===== src/rtl/fpga_exit_reporter.sv =====
// fpga_exit_reporter
//
// Watches the core's exit-valid/exit-value pair. On the rising edge of
// exit_valid_i it latches the 32-bit exit code, sets the pass/fail LEDs and
// sends the line "EXIT=XXXXXXXX\r\n" (uppercase hex, MSB nibble first) on an
// 8N1 UART pin.
//
// Ports
//   clk_i         system clock
//   rst_i         synchronous reset, active-high
//   exit_valid_i  exit-valid level from the core
//   exit_value_i  32-bit exit code, latched on the capture cycle
//   uart_tx_o     8N1 serial output, LSB first, idles high
//   busy_o        high while the status line is being sent
//   done_o        one-cycle pulse after the last stop bit
//   pass_led_o    last captured value was zero
//   fail_led_o    last captured value was non-zero
//
// state | meaning
// ------+--------------------------------------------------
// IDLE  | line idle, waiting for a rising edge of exit_valid_i
// START | start bit (low) of the current byte
// DATA  | data bits of the current byte, LSB first
// STOP  | stop bit (high); then next byte or back to IDLE

module fpga_exit_reporter #(
    parameter int CLKS_PER_BIT = 130
) (
    input  logic        clk_i,
    input  logic        rst_i,
    input  logic        exit_valid_i,
    input  logic [31:0] exit_value_i,
    output logic        uart_tx_o,
    output logic        busy_o,
    output logic        done_o,
    output logic        pass_led_o,
    output logic        fail_led_o
);

    localparam int            CW       = $clog2(CLKS_PER_BIT);
    localparam logic [CW-1:0] CNT_LAST = CW'(CLKS_PER_BIT - 1);
    localparam logic [3:0]    BYTE_LAST = 4'd14;

    typedef enum logic [1:0] {
        IDLE  = 2'd0,
        START = 2'd1,
        DATA  = 2'd2,
        STOP  = 2'd3
    } state_t;

    state_t        r_state, w_state_nxt;
    logic          r_valid_q;
    logic [31:0]   r_value, w_value_nxt;
    logic [CW-1:0] r_clk_cnt, w_clk_cnt_nxt;
    logic [2:0]    r_bit_idx, w_bit_idx_nxt;
    logic [3:0]    r_byte_idx, w_byte_idx_nxt;
    logic          r_tx, w_tx_nxt;
    logic          r_busy, w_busy_nxt;
    logic          r_done, w_done_nxt;
    logic          r_pass, w_pass_nxt;
    logic          r_fail, w_fail_nxt;

    logic          w_capture;
    logic          w_bit_end;
    logic [3:0]    w_nib_sel;
    logic [3:0]    w_nib;
    logic [7:0]    w_hex;
    logic [7:0]    w_char;

    assign w_capture = exit_valid_i && !r_valid_q && (r_state == IDLE);
    assign w_bit_end = (r_clk_cnt == CNT_LAST);

    // Bytes 5..12 carry nibbles 7..0 of the latched value.
    assign w_nib_sel = 4'd12 - r_byte_idx;
    assign w_nib     = r_value[{w_nib_sel[2:0], 2'b00} +: 4];
    assign w_hex     = (w_nib < 4'd10) ? (8'h30 + {4'h0, w_nib})
                                       : (8'h37 + {4'h0, w_nib});

    always_comb begin
        w_char = w_hex;
        case (r_byte_idx)
            4'd0:    w_char = 8'h45;
            4'd1:    w_char = 8'h58;
            4'd2:    w_char = 8'h49;
            4'd3:    w_char = 8'h54;
            4'd4:    w_char = 8'h3D;
            4'd13:   w_char = 8'h0D;
            4'd14:   w_char = 8'h0A;
            default: w_char = w_hex;
        endcase
    end

    always_comb begin
        w_state_nxt    = r_state;
        w_value_nxt    = r_value;
        w_clk_cnt_nxt  = r_clk_cnt;
        w_bit_idx_nxt  = r_bit_idx;
        w_byte_idx_nxt = r_byte_idx;
        w_tx_nxt       = r_tx;
        w_busy_nxt     = r_busy;
        w_done_nxt     = 1'b0;
        w_pass_nxt     = r_pass;
        w_fail_nxt     = r_fail;

        case (r_state)
            IDLE: begin
                if (w_capture) begin
                    w_value_nxt    = exit_value_i;
                    w_pass_nxt     = (exit_value_i == 32'd0);
                    w_fail_nxt     = (exit_value_i != 32'd0);
                    w_state_nxt    = START;
                    w_clk_cnt_nxt  = '0;
                    w_bit_idx_nxt  = 3'd0;
                    w_byte_idx_nxt = 4'd0;
                    w_tx_nxt       = 1'b0;
                    w_busy_nxt     = 1'b1;
                end
            end
            START: begin
                if (w_bit_end) begin
                    w_clk_cnt_nxt = '0;
                    w_bit_idx_nxt = 3'd0;
                    w_tx_nxt      = w_char[0];
                    w_state_nxt   = DATA;
                end else begin
                    w_clk_cnt_nxt = r_clk_cnt + CW'(1);
                end
            end
            DATA: begin
                if (w_bit_end) begin
                    w_clk_cnt_nxt = '0;
                    if (r_bit_idx == 3'd7) begin
                        w_tx_nxt    = 1'b1;
                        w_state_nxt = STOP;
                    end else begin
                        w_bit_idx_nxt = r_bit_idx + 3'd1;
                        w_tx_nxt      = w_char[r_bit_idx + 3'd1];
                    end
                end else begin
                    w_clk_cnt_nxt = r_clk_cnt + CW'(1);
                end
            end
            STOP: begin
                if (w_bit_end) begin
                    w_clk_cnt_nxt = '0;
                    if (r_byte_idx < BYTE_LAST) begin
                        // Next byte starts immediately, no idle gap.
                        w_byte_idx_nxt = r_byte_idx + 4'd1;
                        w_tx_nxt       = 1'b0;
                        w_state_nxt    = START;
                    end else begin
                        w_byte_idx_nxt = 4'd0;
                        w_tx_nxt       = 1'b1;
                        w_busy_nxt     = 1'b0;
                        w_done_nxt     = 1'b1;
                        w_state_nxt    = IDLE;
                    end
                end else begin
                    w_clk_cnt_nxt = r_clk_cnt + CW'(1);
                end
            end
            default: w_state_nxt = IDLE;
        endcase
    end

    always_ff @(posedge clk_i) begin
        if (rst_i) begin
            r_state    <= IDLE;
            r_valid_q  <= 1'b0;
            r_value    <= 32'd0;
            r_clk_cnt  <= '0;
            r_bit_idx  <= 3'd0;
            r_byte_idx <= 4'd0;
            r_tx       <= 1'b1;
            r_busy     <= 1'b0;
            r_done     <= 1'b0;
            r_pass     <= 1'b0;
            r_fail     <= 1'b0;
        end else begin
            r_state    <= w_state_nxt;
            r_valid_q  <= exit_valid_i;
            r_value    <= w_value_nxt;
            r_clk_cnt  <= w_clk_cnt_nxt;
            r_bit_idx  <= w_bit_idx_nxt;
            r_byte_idx <= w_byte_idx_nxt;
            r_tx       <= w_tx_nxt;
            r_busy     <= w_busy_nxt;
            r_done     <= w_done_nxt;
            r_pass     <= w_pass_nxt;
            r_fail     <= w_fail_nxt;
        end
    end

    assign uart_tx_o  = r_tx;
    assign busy_o     = r_busy;
    assign done_o     = r_done;
    assign pass_led_o = r_pass;
    assign fail_led_o = r_fail;

endmodule


===== config.mk =====
export PLATFORM = sky130hd
export DESIGN_NAME = fpga_exit_reporter
export DESIGN_NICKNAME = d
export VERILOG_FILES = /design/src/rtl/fpga_exit_reporter.sv
export SDC_FILE = /design/constraint.sdc
export NUM_CORES = 1
export LEC_CHECK = 0
export BUFFER_PORTS_ARGS = -buffer_cell sky130_fd_sc_hd__buf_2
export CAP_MARGIN = 10
export CORE_UTILIZATION = 35
export CTS_CLUSTER_DIAMETER = 50
export DETAILED_ROUTE_END_ITERATION = 16
export PLACE_DENSITY_LB_ADDON = 0.12
export SLEW_MARGIN = 15
export SYNTH_ARGS = -nofsm -noshare
export SYNTH_HDL_FRONTEND = slang
export SYNTH_SLANG_ARGS = --single-unit
export TNS_END_PERCENT = 1

===== constraint.sdc =====
create_clock -name clk_i -period 3.2 [get_ports clk_i]
set_input_delay 0.48 -clock clk_i [delete_from_list [all_inputs] [get_ports clk_i]]
set_output_delay 0.48 -clock clk_i [all_outputs]
set_load 0.03 [all_outputs]

==> results.yml <==
grt:
  overflow: 0
  grtUsageTotal_pct: 17.32
  grt_max_degree: 35
  grt_pass1_wl_um: 12160
  grt_pass1_vias: 2464
  antenna_found_initial: 0
sta:
  relSlewSlack_pct: 56.26
  tightest_slew_ns: 0.6561
  drv_slew: 0
  hold_ws_ns: 0.4019
  fmax_mhz: 343.4
  finalHoldViolCount: 0
  rsz0062_at_grt: "no"
  setup_viol_count_final: 0
  fin_crit_sh_pct: 91.01
  finalCriticalPeriod_ns: 2.912
  setup_tns_ns: 0
  skew_ns: 0.008789
drt:
  drc: 0
  m1WireLength_um: 3570
  vias_per_cell: 5.128
  drtIter0Drc: 52
  highest_layer: "met4"
  dr_wl_met2_um: 3540
  wirelength_um: 7274
  ant_nets: 0
  dr_wl_met3_um: 114
  drt_pre_antenna_iters: 4
  wl_per_cell_um: 14.52
  vias: 2569
setup_path:
  cp-startpoint: "r_byte_idx[1]$_SDFFE_PP0P_"
  end_kind: "flip-flop"
  r2r-start: "r_byte_idx[1]$_SDFFE_PP0P_"
  critPathMaxStageDelay_ns: 0.55
  path_max_fanout: 18
  path_class: "flip-flop to flip-flop"
  crit_chain: "inv_1, ha_1, buf_12, mux2i_1, mux4_2, ha_1, and4b_2, o311ai_1, a311o_1, a32oi_1"
  cp.required_ns: 3.39
  worstPathArrival_ns: 3.10
  slowest_stage: "mux4_2"
  start_kind: "flip-flop"
  crit_top_cell: "ha_1"
die:
  rows: 33
  die_h_um: 95.03
  core_um2: 8299
  die_area_um2: 9031
  die_w_um: 95.03
  io_pins: 40
  start_util_pct: 36.50
finish:
  layout-drive-gt1-share_pct: 16.41
  area_delta_synth_final_pct: 11.85
  diodes: 0
  fin_nets: 444
  fill_cells: 909
  fin_util_pct: 40.83
cts:
  hold_buffers: 0
  cts.path.max_buffers: 2
  path_clk_slew_ns: 0.11
  cts_made_buffers: 5
  cts_root_buf: "clkbuf_8"
  cts_setup_buffers: 0
  cts_resized: 0
  numClockSinks: 55
  htree_levels: 2
  worstSkewPairLatency_ns: 0.31
  cts_tree: "done"
placed_design:
  io_buffers: 39
  place_hpwl_um: 5584
  place_congestion: 0.7780
power_and_ir_drop:
  seq_power_share_pct: 39.4
  powerDensity_nw_per_um2: 659.4
  power_leakage_nw: 1.313
  switchingPower_w: 0.0008900
  p_int_w: 0.001344
  swShare_pct: 39.83
  vdd_drop_max_mv: 0.2216
  power_frac_comb_pct: 43.1
  clkPwrFrac_pct: 17.5
synth:
  netlist_area_um2: 3029
  synthFlopType: "dfxtp_1"
  synth_most_common_cell: "nand2_1"
  synth_top_area_cell: "dfxtp_1"
  synth_top_family_by_area: "simple AND/OR/NAND/NOR gates"
  synth.area.mux_share_pct: 12.93
  synth_top_area_share_pct: 36.35
  synth-adder-area-share_pct: 5.783
  async_reset_ff_share_pct: 0
  ys_warn_count: 0
  synthTopCellsByArea: "dfxtp_1 (36%), nand2_1 (10%), a21oi_1 (7.4%), mux2i_1 (6.6%), ha_1 (5.8%)"
  yosys.cell_types.count: 57
  ys_seq_elements: 55
  syn_inst: 362
  synth_xor_area_share_pct: 2.850
  synth_nets: 411
  synth_edf_count: 0
  seq_area_frac_synth_pct: 36.35
  synth-compound-area-share_pct: 14.75
  synthTopCellsByCount: "nand2_1 (83), dfxtp_1 (55), a21oi_1 (45), nor2_1 (27), mux2i_1 (20)"
  yosys.area_share.simple_pct: 22.76
  syn_area_per_cell_um2: 8.368
hold_path:
  hold_class: "input port to flip-flop"
  holdCritStartpoint: "exit_value_i[28]"
job:
  max_cap_viol_count: 0
run_status:
  status: "finished, final reports clean"
==> stage by stage <==
step	power [W]	setup WS [ns]	cell area [um^2]	instances
2_1_floorplan	0.001645	0.3270	3029	362
3_3_place_gp	0.001868	0.3439	3299	493
3_5_place_dp	0.001874	0.2875	3299	493
4_1_cts	0.002280	0.2649	3388	501
5_1_grt	0.002414	0.09780	3388	501
6_report	0.002234	0.2878	3388	501
==> final timing paths <==
path,end,slack [ns],cells past startpoint
max,uart_tx_o$_SDFFE_PP1P_,0.29,10
min,r_value[28]$_SDFFE_PP0P_,0.40,3
max reg2reg,uart_tx_o$_SDFFE_PP1P_,0.29,10
min reg2reg,r_value[4]$_SDFFE_PP0P_,0.46,2
==> logic make-up after synthesis <==
family | after synthesis
AND/OR/NAND/NOR | 154
multiplexers | 30
flip-flops | 55
AO/OA/AOI/OAI | 73
adder cells (fa/ha/maj) | 14
buffers and inverters | 27
XOR/XNOR | 9
==> sequential cells by signal, summed over array words and instances (netlist names) <==
| name | cells |
|---|---|
| busy_o | 1 |
| done_o | 1 |
| fail_led_o | 1 |
| pass_led_o | 1 |
| r_bit_idx | 3 |
| r_byte_idx | 4 |
| r_clk_cnt | 8 |
| r_state | 2 |
| r_valid_q | 1 |
| r_value | 32 |
| uart_tx_o | 1 |
==> area by class of cell <==
type | instances | area [um^2] | share of cell area (%)
Sequential cell | 55 | 1101 | 32.50
Tap cell | 105 | 131.4 | 3.877
Clock buffer | 6 | 72.57 | 2.142
Inverter | 10 | 37.54 | 1.108
Timing Repair Buffer | 43 | 237.7 | 7.016
Clock inverter | 2 | 16.27 | 0.4801
Multi-Input combinational cell | 280 | 1792 | 52.88
==> routing by layer <==
layer  GRT usage, %  up-vias
li1               -     1335
met1          22.82     1207
met2          29.98       22
met3          2.871        5
met4          3.030        0
met5              0        -
==> placed cells by master, fill, tap and decap left out, types with 2 or more instances in the layout <==
master	count
mux2i_1	20
a21boi_0	2
buf_4	3
nand3_1	4
dfxtp_1	55
mux2_1	3
clkbuf_8	5
and2_1	3
o21ai_0	6
mux4_1	3
nand2_1	83
nor4_1	8
and3_1	2
nor2b_1	3
mux4_2	3
nor2_1	26
nor3_1	6
xnor2_1	2
a21oi_1	45
ha_1	14
a211oi_1	3
nand4_1	7
buf_2	39
or3_1	2
inv_1	9
xor2_1	6
==> power by group through the flow <==
stage | logic, W | registers, W | clock network, W
after floorplan | 0.000750 | 0.000895 | 0
after global placement | 0.000971 | 0.000897 | 0
after detailed placement | 0.000976 | 0.000898 | 0
after CTS | 0.000981 | 0.000882 | 0.000417
after global routing | 0.00108 | 0.000896 | 0.000439
final | 0.000963 | 0.000880 | 0.000391
==> worst max-delay path, delay by kind of cell (launching register included) <==
family                   cells  cell delay, ns
AND/OR/NAND/NOR              1            0.25
adder cells (fa/ha/maj)      2            0.60
flip-flops                   1            0.45
multiplexers                 2            0.67
AO/OA/AOI/OAI                3            0.56
buffers and inverters        2            0.27
No activity file was read; power rests on OpenSTA's default activity.
